`config.mk`:
```
export PLATFORM = sky130hd
export DESIGN_NAME = sequence_player
export DESIGN_NICKNAME = d
export VERILOG_FILES = /design/src/rtl/simon_pkg.sv /design/src/rtl/phase_timer.sv /design/src/rtl/sequence_player.sv
export SDC_FILE = /design/constraint.sdc
export NUM_CORES = 1
export LEC_CHECK = 0
export ABC_AREA = 1
export CORE_MARGIN = 3
export CORE_UTILIZATION = 35
export CTS_CLUSTER_DIAMETER = 120
export DETAILED_ROUTE_END_ITERATION = 8
export HOLD_SLACK_MARGIN = 0.05
export PLACE_DENSITY = 0.66
export RECOVER_POWER = 100
export SLEW_MARGIN = 10
export SYNTH_ARGS = -nofsm -noshare
export SYNTH_HDL_FRONTEND = slang
export SYNTH_SLANG_ARGS = --single-unit
```
`constraint.sdc`:
```
create_clock -name clk -period 2.95 [get_ports clk]
set_input_delay 0.295 -clock clk [delete_from_list [all_inputs] [get_ports clk]]
set_output_delay 0.295 -clock clk [all_outputs]
set_load 0.005 [all_outputs]
```
`src/rtl/simon_pkg.sv`:
```
// Shared definitions for the Simon game: colour encoding, sequence sizing
// and the playback state set used by the player, capture state and top FSM.
package simon_pkg;

  localparam logic [1:0] RED    = 2'b00;
  localparam logic [1:0] GREEN  = 2'b01;
  localparam logic [1:0] BLUE   = 2'b10;
  localparam logic [1:0] YELLOW = 2'b11;

  localparam int SEQ_W = 32;
  localparam int LEN_W = 4;

  typedef enum logic [1:0] {
    PS_IDLE = 2'd0,
    PS_ON   = 2'd1,
    PS_OFF  = 2'd2,
    PS_DONE = 2'd3
  } player_state_e;

  // Colour i sits at bits [2i+1:2i]; index 15 would read past the 15 usable slots
  // but sequence_len caps the index at 14.
  function automatic logic [1:0] colour_at(input logic [SEQ_W-1:0] seq,
                                           input logic [LEN_W-1:0] idx);
    return seq[{idx, 1'b0} +: 2];
  endfunction

endpackage

```
`src/rtl/phase_timer.sv`:
```
// Loadable down-counter that saturates at zero; tc is high while the count is zero.
module phase_timer #(
  parameter int W = 2
) (
  input  logic         clk,
  input  logic         rst_n,
  input  logic         load,
  input  logic [W-1:0] load_val,
  output logic         tc
);

  logic [W-1:0] count_q;
  logic [W-1:0] count_d;

  always_comb begin
    count_d = count_q;
    if (load) begin
      count_d = load_val;
    end else if (count_q != '0) begin
      count_d = count_q - W'(1);
    end
  end

  always_ff @(posedge clk) begin
    if (!rst_n) begin
      count_q <= '0;
    end else begin
      count_q <= count_d;
    end
  end

  assign tc = (count_q == '0);

endmodule

```
`src/rtl/sequence_player.sv`:
```
// Replays a latched packed colour sequence one colour at a time with a fixed
// on-time per colour and a fixed blank gap between colours.
module sequence_player
  import simon_pkg::*;
#(
  parameter int unsigned ON_CYCLES  = 4,
  parameter int unsigned OFF_CYCLES = 2
) (
  input  logic        clk,
  input  logic        rst_n,
  input  logic        en,
  input  logic [31:0] sequence_val,
  input  logic [3:0]  sequence_len,
  output logic [1:0]  colour_out,
  output logic        colour_valid,
  output logic [3:0]  play_index,
  output logic        complete_play
);

  localparam logic [1:0] ST_IDLE = 2'(PS_IDLE);
  localparam logic [1:0] ST_ON   = 2'(PS_ON);
  localparam logic [1:0] ST_OFF  = 2'(PS_OFF);
  localparam logic [1:0] ST_DONE = 2'(PS_DONE);

  localparam int unsigned MAX_ONOFF = (ON_CYCLES > OFF_CYCLES) ? ON_CYCLES : OFF_CYCLES;
  localparam int unsigned MAX_CYC   = (MAX_ONOFF > 2) ? MAX_ONOFF : 2;
  localparam int          TMR_W     = $clog2(MAX_CYC);

  // Timer holds "cycles remaining after this one", so a phase of N cycles loads N-1.
  localparam logic [TMR_W-1:0] ON_LOAD  = TMR_W'(ON_CYCLES - 1);
  localparam logic [TMR_W-1:0] OFF_LOAD = (OFF_CYCLES == 0) ? '0 : TMR_W'(OFF_CYCLES - 1);

  logic [1:0]       state_q, state_d;
  logic [1:0]       colour_out_q, colour_out_d;
  logic             colour_valid_q, colour_valid_d;
  logic [LEN_W-1:0] play_index_q, play_index_d;
  logic             complete_play_q, complete_play_d;
  logic [SEQ_W-1:0] seq_q, seq_d;
  logic [LEN_W-1:0] len_q, len_d;
  logic             en_low_q, en_low_d;

  logic             tmr_load;
  logic [TMR_W-1:0] tmr_val;
  logic             tmr_tc;
  logic             last_colour;

  phase_timer #(
    .W(TMR_W)
  ) u_timer (
    .clk      (clk),
    .rst_n    (rst_n),
    .load     (tmr_load),
    .load_val (tmr_val),
    .tc       (tmr_tc)
  );

  assign last_colour = (play_index_q == (len_q - LEN_W'(1)));

  always_comb begin
    state_d         = state_q;
    colour_out_d    = colour_out_q;
    colour_valid_d  = colour_valid_q;
    play_index_d    = play_index_q;
    complete_play_d = complete_play_q;
    seq_d           = seq_q;
    len_d           = len_q;
    tmr_load        = 1'b0;
    tmr_val         = ON_LOAD;
    // A start needs en to have been low on the previous edge, which also
    // blocks a replay straight after reset or DONE while en stays high.
    en_low_d        = ~en;

    case (state_q)
      ST_IDLE: begin
        colour_out_d    = 2'b00;
        colour_valid_d  = 1'b0;
        play_index_d    = '0;
        complete_play_d = 1'b0;
        if (en && en_low_q) begin
          seq_d = sequence_val;
          len_d = sequence_len;
          if (sequence_len != '0) begin
            state_d        = ST_ON;
            colour_valid_d = 1'b1;
            colour_out_d   = colour_at(sequence_val, '0);
            tmr_load       = 1'b1;
            tmr_val        = ON_LOAD;
          end else begin
            state_d         = ST_DONE;
            complete_play_d = 1'b1;
          end
        end
      end

      ST_ON: begin
        if (!en) begin
          state_d        = ST_IDLE;
          colour_out_d   = 2'b00;
          colour_valid_d = 1'b0;
          play_index_d   = '0;
        end else if (tmr_tc) begin
          if (last_colour) begin
            state_d         = ST_DONE;
            colour_out_d    = 2'b00;
            colour_valid_d  = 1'b0;
            complete_play_d = 1'b1;
          end else if (OFF_CYCLES != 0) begin
            state_d        = ST_OFF;
            colour_out_d   = 2'b00;
            colour_valid_d = 1'b0;
            tmr_load       = 1'b1;
            tmr_val        = OFF_LOAD;
          end else begin
            play_index_d = play_index_q + LEN_W'(1);
            colour_out_d = colour_at(seq_q, play_index_q + LEN_W'(1));
            tmr_load     = 1'b1;
            tmr_val      = ON_LOAD;
          end
        end
      end

      ST_OFF: begin
        if (!en) begin
          state_d        = ST_IDLE;
          colour_out_d   = 2'b00;
          colour_valid_d = 1'b0;
          play_index_d   = '0;
        end else if (tmr_tc) begin
          state_d        = ST_ON;
          play_index_d   = play_index_q + LEN_W'(1);
          colour_valid_d = 1'b1;
          colour_out_d   = colour_at(seq_q, play_index_q + LEN_W'(1));
          tmr_load       = 1'b1;
          tmr_val        = ON_LOAD;
        end
      end

      default: begin
        colour_out_d   = 2'b00;
        colour_valid_d = 1'b0;
        if (!en) begin
          state_d         = ST_IDLE;
          play_index_d    = '0;
          complete_play_d = 1'b0;
        end
      end
    endcase
  end

  always_ff @(posedge clk) begin
    if (!rst_n) begin
      state_q         <= ST_IDLE;
      colour_out_q    <= 2'b00;
      colour_valid_q  <= 1'b0;
      play_index_q    <= '0;
      complete_play_q <= 1'b0;
      seq_q           <= '0;
      len_q           <= '0;
      en_low_q        <= 1'b0;
    end else begin
      state_q         <= state_d;
      colour_out_q    <= colour_out_d;
      colour_valid_q  <= colour_valid_d;
      play_index_q    <= play_index_d;
      complete_play_q <= complete_play_d;
      seq_q           <= seq_d;
      len_q           <= len_d;
      en_low_q        <= en_low_d;
    end
  end

  assign colour_out    = colour_out_q;
  assign colour_valid  = colour_valid_q;
  assign play_index    = play_index_q;
  assign complete_play = complete_play_q;

endmodule

```
# Word level (Yosys, flattened, before mapping)
# Index checks and enable logic that the tools add are counted.
[totals] inputBits=39 reg_bits=49 elab_cells=84
[classes] n_addsub=3 n_bitwise=2 eq_ne=12 n_mux=46 reduce_logical=11 shift=1
[op_table] operator="$mux W2" count=19
[op_table] operator="$shiftx A32 B6 Y2" count=1
[op_table] operator="$mux W1" count=18
[op_table] operator="$mux W4" count=3
[op_table] operator="$pmux W2 S3" count=2
[op_table] operator="$pmux W1 S3" count=3
[op_table] operator="$ne A2 B2 Y1 const B" count=4
[op_table] operator="$pmux W4 S2" count=1
[op_table] operator="$ne A3 B1 Y1 const B" count=2
[op_table] operator="$ne A3 B3 Y1 const B" count=2
[op_table] operator="$reduce_and A2 Y1" count=3
[op_table] operator="$reduce_and A5 Y1" count=1
[op_table] operator="$add A4 B1 Y4 const B" count=1
[op_table] operator="$eq A4 B4 Y1" count=1
[op_table] operator="$logic_not A2 Y1" count=2
[op_table] operator="$ne A4 B1 Y1 const B" count=1
[op_table] operator="$reduce_and A4 Y1" count=1
[op_table] operator="$reduce_bool A2 Y1" count=2
[op_table] operator="$reduce_bool A4 Y1" count=1
[op_table] operator="$sub A4 B1 Y4 const B" count=1
[op_table] operator="$eq A2 B1 Y1 const B" count=1
[op_table] operator="$eq A2 B2 Y1 const B" count=1
[op_table] operator="$not A1 Y1" count=2
[op_table] operator="$sub A2 B1 Y2 const B" count=1
[op_table] operator="$logic_and A1 B1 Y1" count=1

# Longest topological paths before layout
# Gate-level depths: netlist (run 1).
[logic_depth] depth_word=7 mapped_depth=14 mapped_depth_nobuf=14

# By module
# From an unflattened synthesis (run 1), not the netlist that was laid out.
[hier_totals] cells_unflattened=356 area_unflattened_um2=2512.4
[by_module_without_submodules] module="sequence_player" seq_area_each_um2=940.9 instances=1 area_per_inst_um2=2402.3 cells_each=340
[by_module_without_submodules] module="phase_timer" seq_area_each_um2=40.0 instances=1 area_per_inst_um2=110.1 cells_each=16

# Least setup slack after synthesis (run 1)
# No wires, ideal clock.
[synth_path] kind="register to register" start="register play_index_q[1] (netlist: play_index[1])" end="register colour_out_q[1] (netlist: colour_out[1])" required_ns=2.818 setup_time_ns=0.132 path_buffers=1 period_less_slack_ns=1.524 setup_slack_ns=1.426 arrival_time_ns=1.392 path_stages_with_launch=11 cell_sequence="dfxtp_1 ha_1 buf_2 inv_1 nand3_1 nand3_1 nand3_1 nand3_1 nand2_1 nand2_1 a21oi_1"
[synth_between] elab_chain_cells=5
[synth_rtl] item="from (decl)" line="sequence_player.sv:36" source="logic [LEN_W-1:0] play_index_q, play_index_d;"
[synth_rtl] item="from (signal assigned)" line="sequence_player.sv:164" source="play_index_q <= play_index_d;"
[synth_rtl] item="$add A4 B1 Y4" line="sequence_player.sv:132" source="colour_out_d = colour_at(seq_q, play_index_q + LEN_W'(1));"
[synth_rtl] item="$shiftx A32 B6 Y2" line="simon_pkg.sv:24" source="return seq[{idx, 1'b0} +: 2];"
[synth_rtl] item="$mux W2" line="sequence_player.sv:128" source="end else if (tmr_tc) begin"
[synth_rtl] item="$mux W2" line="sequence_player.sv:123" source="if (!en) begin"
[synth_rtl] item="$pmux W2 S3" line="sequence_player.sv:73" source="case (state_q)"
[synth_rtl] item="to (signal assigned)" line="sequence_player.sv:162" source="colour_out_q <= colour_out_d;"
[synth_rtl] item="to (decl)" line="sequence_player.sv:34" source="logic [1:0] colour_out_q, colour_out_d;"
# No other way between the ends. The select of a mux whose other input is x is not followed.
# A chain may end at the register's enable or synchronous reset.

# Worst setup path after layout (run 1)
[layout_path] start="register state_q[0]" end="register seq_q[2]"
[layout_between] elab_chain_cells=2
[layout_rtl] item="from (decl)" line="sequence_player.sv:33" source="logic [1:0] state_q, state_d;"
[layout_rtl] item="from (signal assigned)" line="sequence_player.sv:161" source="state_q <= state_d;"
[layout_rtl] item="$logic_not A2 Y1" line="sequence_player.sv:73"
[layout_rtl] item="$reduce_and A2 Y1 (no source line)"
[layout_rtl] item="to (signal assigned)" line="sequence_player.sv:166" source="seq_q <= seq_d;"
[layout_rtl] item="to (decl)" line="sequence_player.sv:38" source="logic [SEQ_W-1:0] seq_q, seq_d;"
# No other way between the ends.

==> impl_results.md, run 1 <==
* Status: complete, no violations
* FILL cells at 712
* Routed length per instance at 11.54 um
* IO Pins at 47
* Crit path top cell by count: inv_1
* Worst-path cell chain: inv_1 > ha_1 > inv_1 > nor2_1 > inv_1 > clkbuf_2 > o21ai_0 > a21oi_1
* Critical path peak fanout at 46
* H-Tree Level Count at 2
* Clock skew at 6.717 ps
* Post-route setup TNS at 0 ps
* CP Class: reg2reg
* Detailed-route DRC error count at 0
* Max-slew violation count at 0
* Clock-pin slew on the worst setup and hold paths at 100 ps
* Area contributors post-synth: dfxtp_1, nand2_1, o21ai_0
* CP Data Arrival Time at 2470 ps
* Syn Area/Cell at 6.770 um^2
* Crit-path max cell delay at 660 ps
* Drt total wl at 5723 um
* Finish-stage setup viols at 0
* Synth area leader: dfxtp_1
* Hold WC Path Type: reg2reg
* Crit end category: flop
* GP Congestion at 0.8732
* Final Cycle Share at 75.59%
* Flops & latches, synth at 49
* Iter 0 DRT Violations at 102
* Final hold vios at 0
* Port bufs at 46
* Initial antenna violation count at 0
* Synth Instances at 363
* Initial Utilization at 37.42%
* Die Y at 89.79 um
* GRT Residual Overflow at 0
* Synth cell types at 25
* Die Area at 0.008062 mm^2
* VDD IR-drop max at 0.3138 mV
* Mapped Nets at 409
* Slew @ Worst Pin at 758.3 ps
* Multi-input gate area at 0.001229 mm^2
* Die extent in x at 89.79 um
* Pwr/cell area at 569.3 mW/mm^2
* Post-route ant nets at 0
* Layout area overhead at 25.15%
* CP startpoint kind: flop
* CTS max path bufs at 2
* Row count at 29
* Largest net degree at the start of global routing at 47
* Pleak at 1.297 nW
* Post-cts hold buffer count at 0
* CTS sink cnt at 49
* Slew headroom at 49.45%
* Fmax at 448.4 MHz
* Total GRT Usage at 14.73%
* CTS tree: done
* Layout cells sized above 1 at 3.226%
* Slowest-stage cell, CP: clkbuf_2
* Register area share after synthesis at 39.92%
* Vias per cell at 4.714
* Yosys warning count at 0
* Setup Buffers After CTS at 0
* CTS buffer count at 5
* First-pass DRT Iterations at 4
* Final Non-Filler Cells at 496
* CTS Root Cell: clkbuf_8
* Synth Cell Area at 0.002457 mm^2
* # resized after CTS at 0
* Crit path max-delay family: buffers and inverters
* Area fraction of the dominant cell type after synthesis at 39.92%
* Antenna diodes at 0
* Final nets at 448
* RSZ-0062 raised after global routing: no
* Core Box Area at 0.006568 mm^2
* Storage cell area at 980.9 um^2
* Vias in the first global route at 2246
* Later-pin clock latency in the skew report at 310 ps
* WP data required at 3190 ps
* Placed insts at 488
* Crit path buf inv count at 4
* Tmin final at 2230 ps
* Max_cap viols at 0
* Post-DP HPWL at 4132 um
* Via count at 2338
* First-pass GRT wire length at 10050 um
==> cell usage in the layout (no fill, tap or decap), drive strengths merged, types with 2 or more instances in the layout <==
| master | n |
|---|---|
| a21oi | 32 |
| dfxtp | 49 |
| xor2 | 6 |
| inv | 41 |
| ha | 7 |
| o211ai | 2 |
| nor2 | 45 |
| dlygate4sd3 | 8 |
| nand2 | 80 |
| nand3 | 37 |
| clkbuf | 8 |
| o21ai | 40 |
| clkdlybuf4s50 | 38 |
==> synthesized netlist by cell type (all sizes together) <==
master   n
inv     41
a31oi    1
xnor2    1
o21ai   40
a22oi    1
clkbuf   6
a21oi   32
a21boi   1
xor2     6
dfxtp   49
nand4    1
ha       7
nand3b   1
nor2    45
o211ai   2
nand2   80
buf     12
nand3   37
==> per-layer routing <==
| layer | track usage, % | vias up | wire (um) |
|---|---|---|---|
| li1 | - | 1234 | - |
| met4 | 4.342 | 0 | 69 |
| met3 | 4.090 | 5 | 316 |
| met1 | 19.08 | 1049 | 2781 |
| met2 | 24.00 | 50 | 2556 |
| met5 | 0 | - | 0 |
==> metrics by stage <==
step | instance area [um^2] | hold WS (ps) | worst slack (ps) | util [%] | power (W)
6_report | 3075 | 458.3 | 720.0 | 46.83 | 0.001751
5_1_grt | 3075 | 483.3 | 357.6 | 46.83 | 0.001885
4_1_cts | 3092 | 458.0 | 975.4 | 47.08 | 0.001782
3_5_place_dp | 2977 | 442.0 | 838.7 | 45.32 | 0.001290
3_3_place_gp | 2977 | 438.8 | 897.9 | 45.32 | 0.001282
2_1_floorplan | 2457 | 429.2 | 1426 | - | 0.001141
==> report_power, final <==
| group | switching [W] | internal (W) |
|---|---|---|
| Sequential | 0.0000382 | 0.000740 |
| Clock | 0.000235 | 0.000254 |
| Combinational | 0.000277 | 0.000207 |
| Total | 0.000550 | 0.00120 |
==> worst register-to-register path: stages (launching register included) <==
cell and delay, ps:
dfxtp_1 400, inv_1 80, ha_1 250, inv_1 120
nor2_1 70, inv_1 230, clkbuf_2 660, o21ai_0 210
a21oi_1 140
==> cells by family after synthesis <==
| kind of cell | Yosys count | share of synthesized area (%) |
|---|---|---|
| AOI/OAI and AO/OA | 77 | 16.29 |
| xor gates and xnor gates | 7 | 2.801 |
| adders and majority gates | 7 | 3.564 |
| DFF | 49 | 39.92 |
| buffers and inverters | 59 | 9.827 |
| and+or+nand+nor | 164 | 27.60 |
==> sequential cells by signal, summed over array words and instances (netlist names), 2 cells and up <==
name and cells:
seq_q 32, len_q 4, play_index 4, colour_out 2, state_q 2, u_timer.count_q 2
==> area by class of cell <==
cell class,count,share of cell area [%]
multi-input cells,255,39.95
well taps,93,3.784
flip-flops and latches,49,31.90
clock inverters,3,1.505
repair buffers,50,15.62
clock buffers,5,2.238
inverters,41,5.004
==> final timing paths <==
path | from | end | slack [ps] | cells after the start
worst max-delay path | state_q[0] | seq_q[2] | 720 | 8
worst min-delay path | seq_q[24] | seq_q[24] | 460 | 2
worst max register to register | state_q[0] | seq_q[2] | 720 | 8
worst min register to register | seq_q[24] | seq_q[24] | 460 | 2
Note: power is estimated with default switching activity, not from simulation.
==> run 2: changes to the inputs <==
==> constraint.sdc (replaced) <==
create_clock -name clk -period 2.3 [get_ports clk]
set_input_delay 0.23 -clock clk [delete_from_list [all_inputs] [get_ports clk]]
set_output_delay 0.23 -clock clk [all_outputs]
set_load 0.005 [all_outputs]
==> run 2 against run 1 <==
  * Count of clock-buffer cells in the layout grew 2
  * Die area unchanged
  * Cell count grew 0.60%
  * Sequential share of layout area down 0.13 points
  * Total power rose by 25%
  * First-iteration DRC count is 4.9% higher
  * Register-to-register slack worse by 300 ps
  * Clock skew decreased by 1.8 ps
  * Clock power is 13% higher
  * Highest routed layer unchanged
  * Critical path depth rose by 3
  * Fmax rose by 19%
  * Hold slack about the same
==> impl_results.md, run 2 (synthesized netlist as in run 1, its figures left out) <==
* Slew headroom at 58.39% (+8.9 points)
* Pleak at 1.315 nW (+1.5%)
* CTS sink cnt at 49 (unchanged)
* VDD IR-drop max at 0.3466 mV (+10%)
* CTS tree: done
* CP Class: reg2reg
* Largest net degree at the start of global routing at 57 (+21%)
* GP Congestion at 0.8889 (+1.8%)
* # resized after CTS at 0 (unchanged)
* Dpl ws at 395.2 ps (-443.6 ps)
* R2r startpoint: play_index[0]
* Crit end category: flop
* WP data required at 2530 ps (-660 ps)
* Commonest non-fill, non-tap cell in the layout: nand2_1
* Vias in the first global route at 2235 (-0.49%)
* GRT Residual Overflow at 0 (unchanged)
* Post-route ant nets at 0 (unchanged)
* Slew @ Worst Pin at 622.1 ps (-136.2 ps)
* Finish-stage setup viols at 0 (unchanged)
* Pwr Total at 0.002182 W (+25%)
* Post-route setup TNS at 0 ps (unchanged)
* Final nets at 451 (+0.67%)
* Vias per cell at 4.749 (+0.76%)
* Layout area overhead at 25.66%
* Hold Path End: seq_q[4]
* Row count at 29 (unchanged)
* CTS max path bufs at 2 (unchanged)
* Most frequent cells in the layout: nand2_1, dfxtp_1, nor2_1
* Hold Crit Start: seq_q[4]
* IO Pins at 47 (unchanged)
* Crit-path max cell delay at 480 ps (-180 ps)
* Max_cap viols at 0 (unchanged)
* RR Endpoint: colour_out[0]
* Post-cts hold buffer count at 0 (unchanged)
* Initial Utilization at 37.42% (unchanged)
* Largest register FFs at 32 (unchanged)
* Placed Area at 0.002999 mm^2 (+0.76%)
* Drt total wl at 5806 um (+1.5%)
* Final Non-Filler Cells at 499 (+0.60%)
* CP Data Arrival Time at 2110 ps (-360 ps)
* R2r setup slk at 420 ps (-300 ps)
* GR peak layer: met2
* Met2 Use GR at 23.62% (-0.38 points)
* CTS Root Cell: clkbuf_8
* Crit path max-delay family: simple AND/OR/NAND/NOR gates
* Total GRT Usage at 14.82% (+0.081 points)
* Detailed-route DRC error count at 0 (unchanged)
* Slowest-stage cell, CP: dfxtp_1
* Pwr/cell area at 706.6 mW/mm^2 (+24%)
* H-Tree Level Count at 2 (unchanged)
* Iter 0 DRT Violations at 107 (+4.9%)
* Die extent in x at 89.79 um (unchanged)
* M1 GR Usage at 19.74% (+0.66 points)
* Fmax at 532.4 MHz (+19%)
* Worst Hold Path Cells at 2 (unchanged)
* Crit path top cell by count: nand2_1
* Status: complete, no violations
* Placed insts at 491 (+0.61%)
* Final hold vios at 0 (unchanged)
* Setup WS post-layout at 421.8 ps (-298.2 ps)
* Worst R2R Path Depth at 11 (+3)
* Die Y at 89.79 um (unchanged)
* Finished Cell Area at 0.003088 mm^2 (+0.41%)
* CTS buffer count at 5 (unchanged)
* CP startpoint kind: flop
* Worst-path cell chain: clkbuf_1 > inv_1 > nand2_1 > nand3_1 > nand3_1 > nand3_1 > nand2_1 > nand2_1 > nand2_1 > nand2_1 > a21oi_1
* Clock-pin slew on the worst setup and hold paths at 90 ps (about the same)
* Core Box Area at 0.006568 mm^2 (unchanged)
* Routed length per instance at 11.64 um (+0.84%)
* Met3 Use GR at 3.673% (-0.42 points)
* Via count at 2370 (+1.4%)
* Crit path depth at 11 (+3)
* Clock skew at 4.870 ps (-1.847 ps)
* First-pass DRT Iterations at 4 (unchanged)
* Setup Buffers After CTS at 0 (unchanged)
* Later-pin clock latency in the skew report at 300 ps (about the same)
* Post-DP HPWL at 4210 um (+1.9%)
* RSZ-0062 raised after global routing: no
* Largest reg by FF count: seq_q
* Antenna diodes at 0 (unchanged)
* Max-slew violation count at 0 (unchanged)
* Die Area at 0.008062 mm^2 (unchanged)
* Critical path peak fanout at 16 (-65%)
* Port bufs at 46 (unchanged)
* First-pass GRT wire length at 10120 um (+0.69%)
* Layout cells sized above 1 at 4.187% (+0.96 points)
* Initial antenna violation count at 0 (unchanged)
* Tmin final at 1878 ps (-351.8 ps)
* Crit path buf inv count at 2 (-2)
* Hold WC Path Type: reg2reg
* Final Cycle Share at 81.66% (+6.1 points)
[run 2: cell count changes in the layout (fill, tap and decap cells not counted)]
cell and delta:
buf_4 +4, bufinv_16 -1, clkbuf_1 -1, clkbuf_8 +2, clkinv_2 +1, clkinv_4 -1
clkinvlp_4 -1
[run 2: where the power goes]
group / internal, W / leakage [nW] / switching (W)
registers: 0.000949 / 0.400 / 0.0000518
logic: 0.000269 / 0.861 / 0.000358
clock network: 0.000272 / 0.0542 / 0.000282
[run 2: stage by stage]
step	utilization, %	hold slack (ps)
4_1_cts	47.21	460.5
2_1_floorplan	-	364.9
3_3_place_gp	45.67	440.0
5_1_grt	47.02	481.8
3_5_place_dp	45.67	446.2
6_report	47.02	458.0
[run 2: worst max-delay path by stage]
| stage | from | endpoint | slack [ps] |
|---|---|---|---|
| 6_report | play_index[0] | colour_out[0] | 420 |
| 5_1_grt | play_index[0] | colour_out[0] | 170 |
| 4_1_cts | state_q[0] | len_q[2] | 500 |
| 3_5_place_dp | en | state_q[1] | 400 |
| 3_3_place_gp | en | state_q[1] | 420 |
| 2_1_floorplan | play_index[1] | colour_out[1] | 780 |
[run 2: per-layer routing]
| metal | share of wire [%] | routed length, um |
|---|---|---|
| met5 | 0 | 0 |
| met4 | 1.0 | 59 |
| met3 | 6.0 | 347 |
| met2 | 45 | 2600 |
| met1 | 48 | 2799 |
[run 2: worst register-to-register path, stage by stage (launching register included)]
cell and delay, ps:
dfxtp_1 480, clkbuf_1 270, inv_1 290, nand2_1 140, nand3_1 80, nand3_1 90, nand3_1 80, nand2_1 110
nand2_1 60, nand2_1 60, nand2_1 50, a21oi_1 110
[run 2: layout make-up]
type	count	area, um^2
Clock buffer	7	96.34
Clock inverter	1	5.005
Fill cell	711	3480
Inverter	41	153.9
Multi-Input combinational cell	255	1229
Sequential cell	49	980.9
Tap cell	93	116.4
Timing Repair Buffer	53	506.7
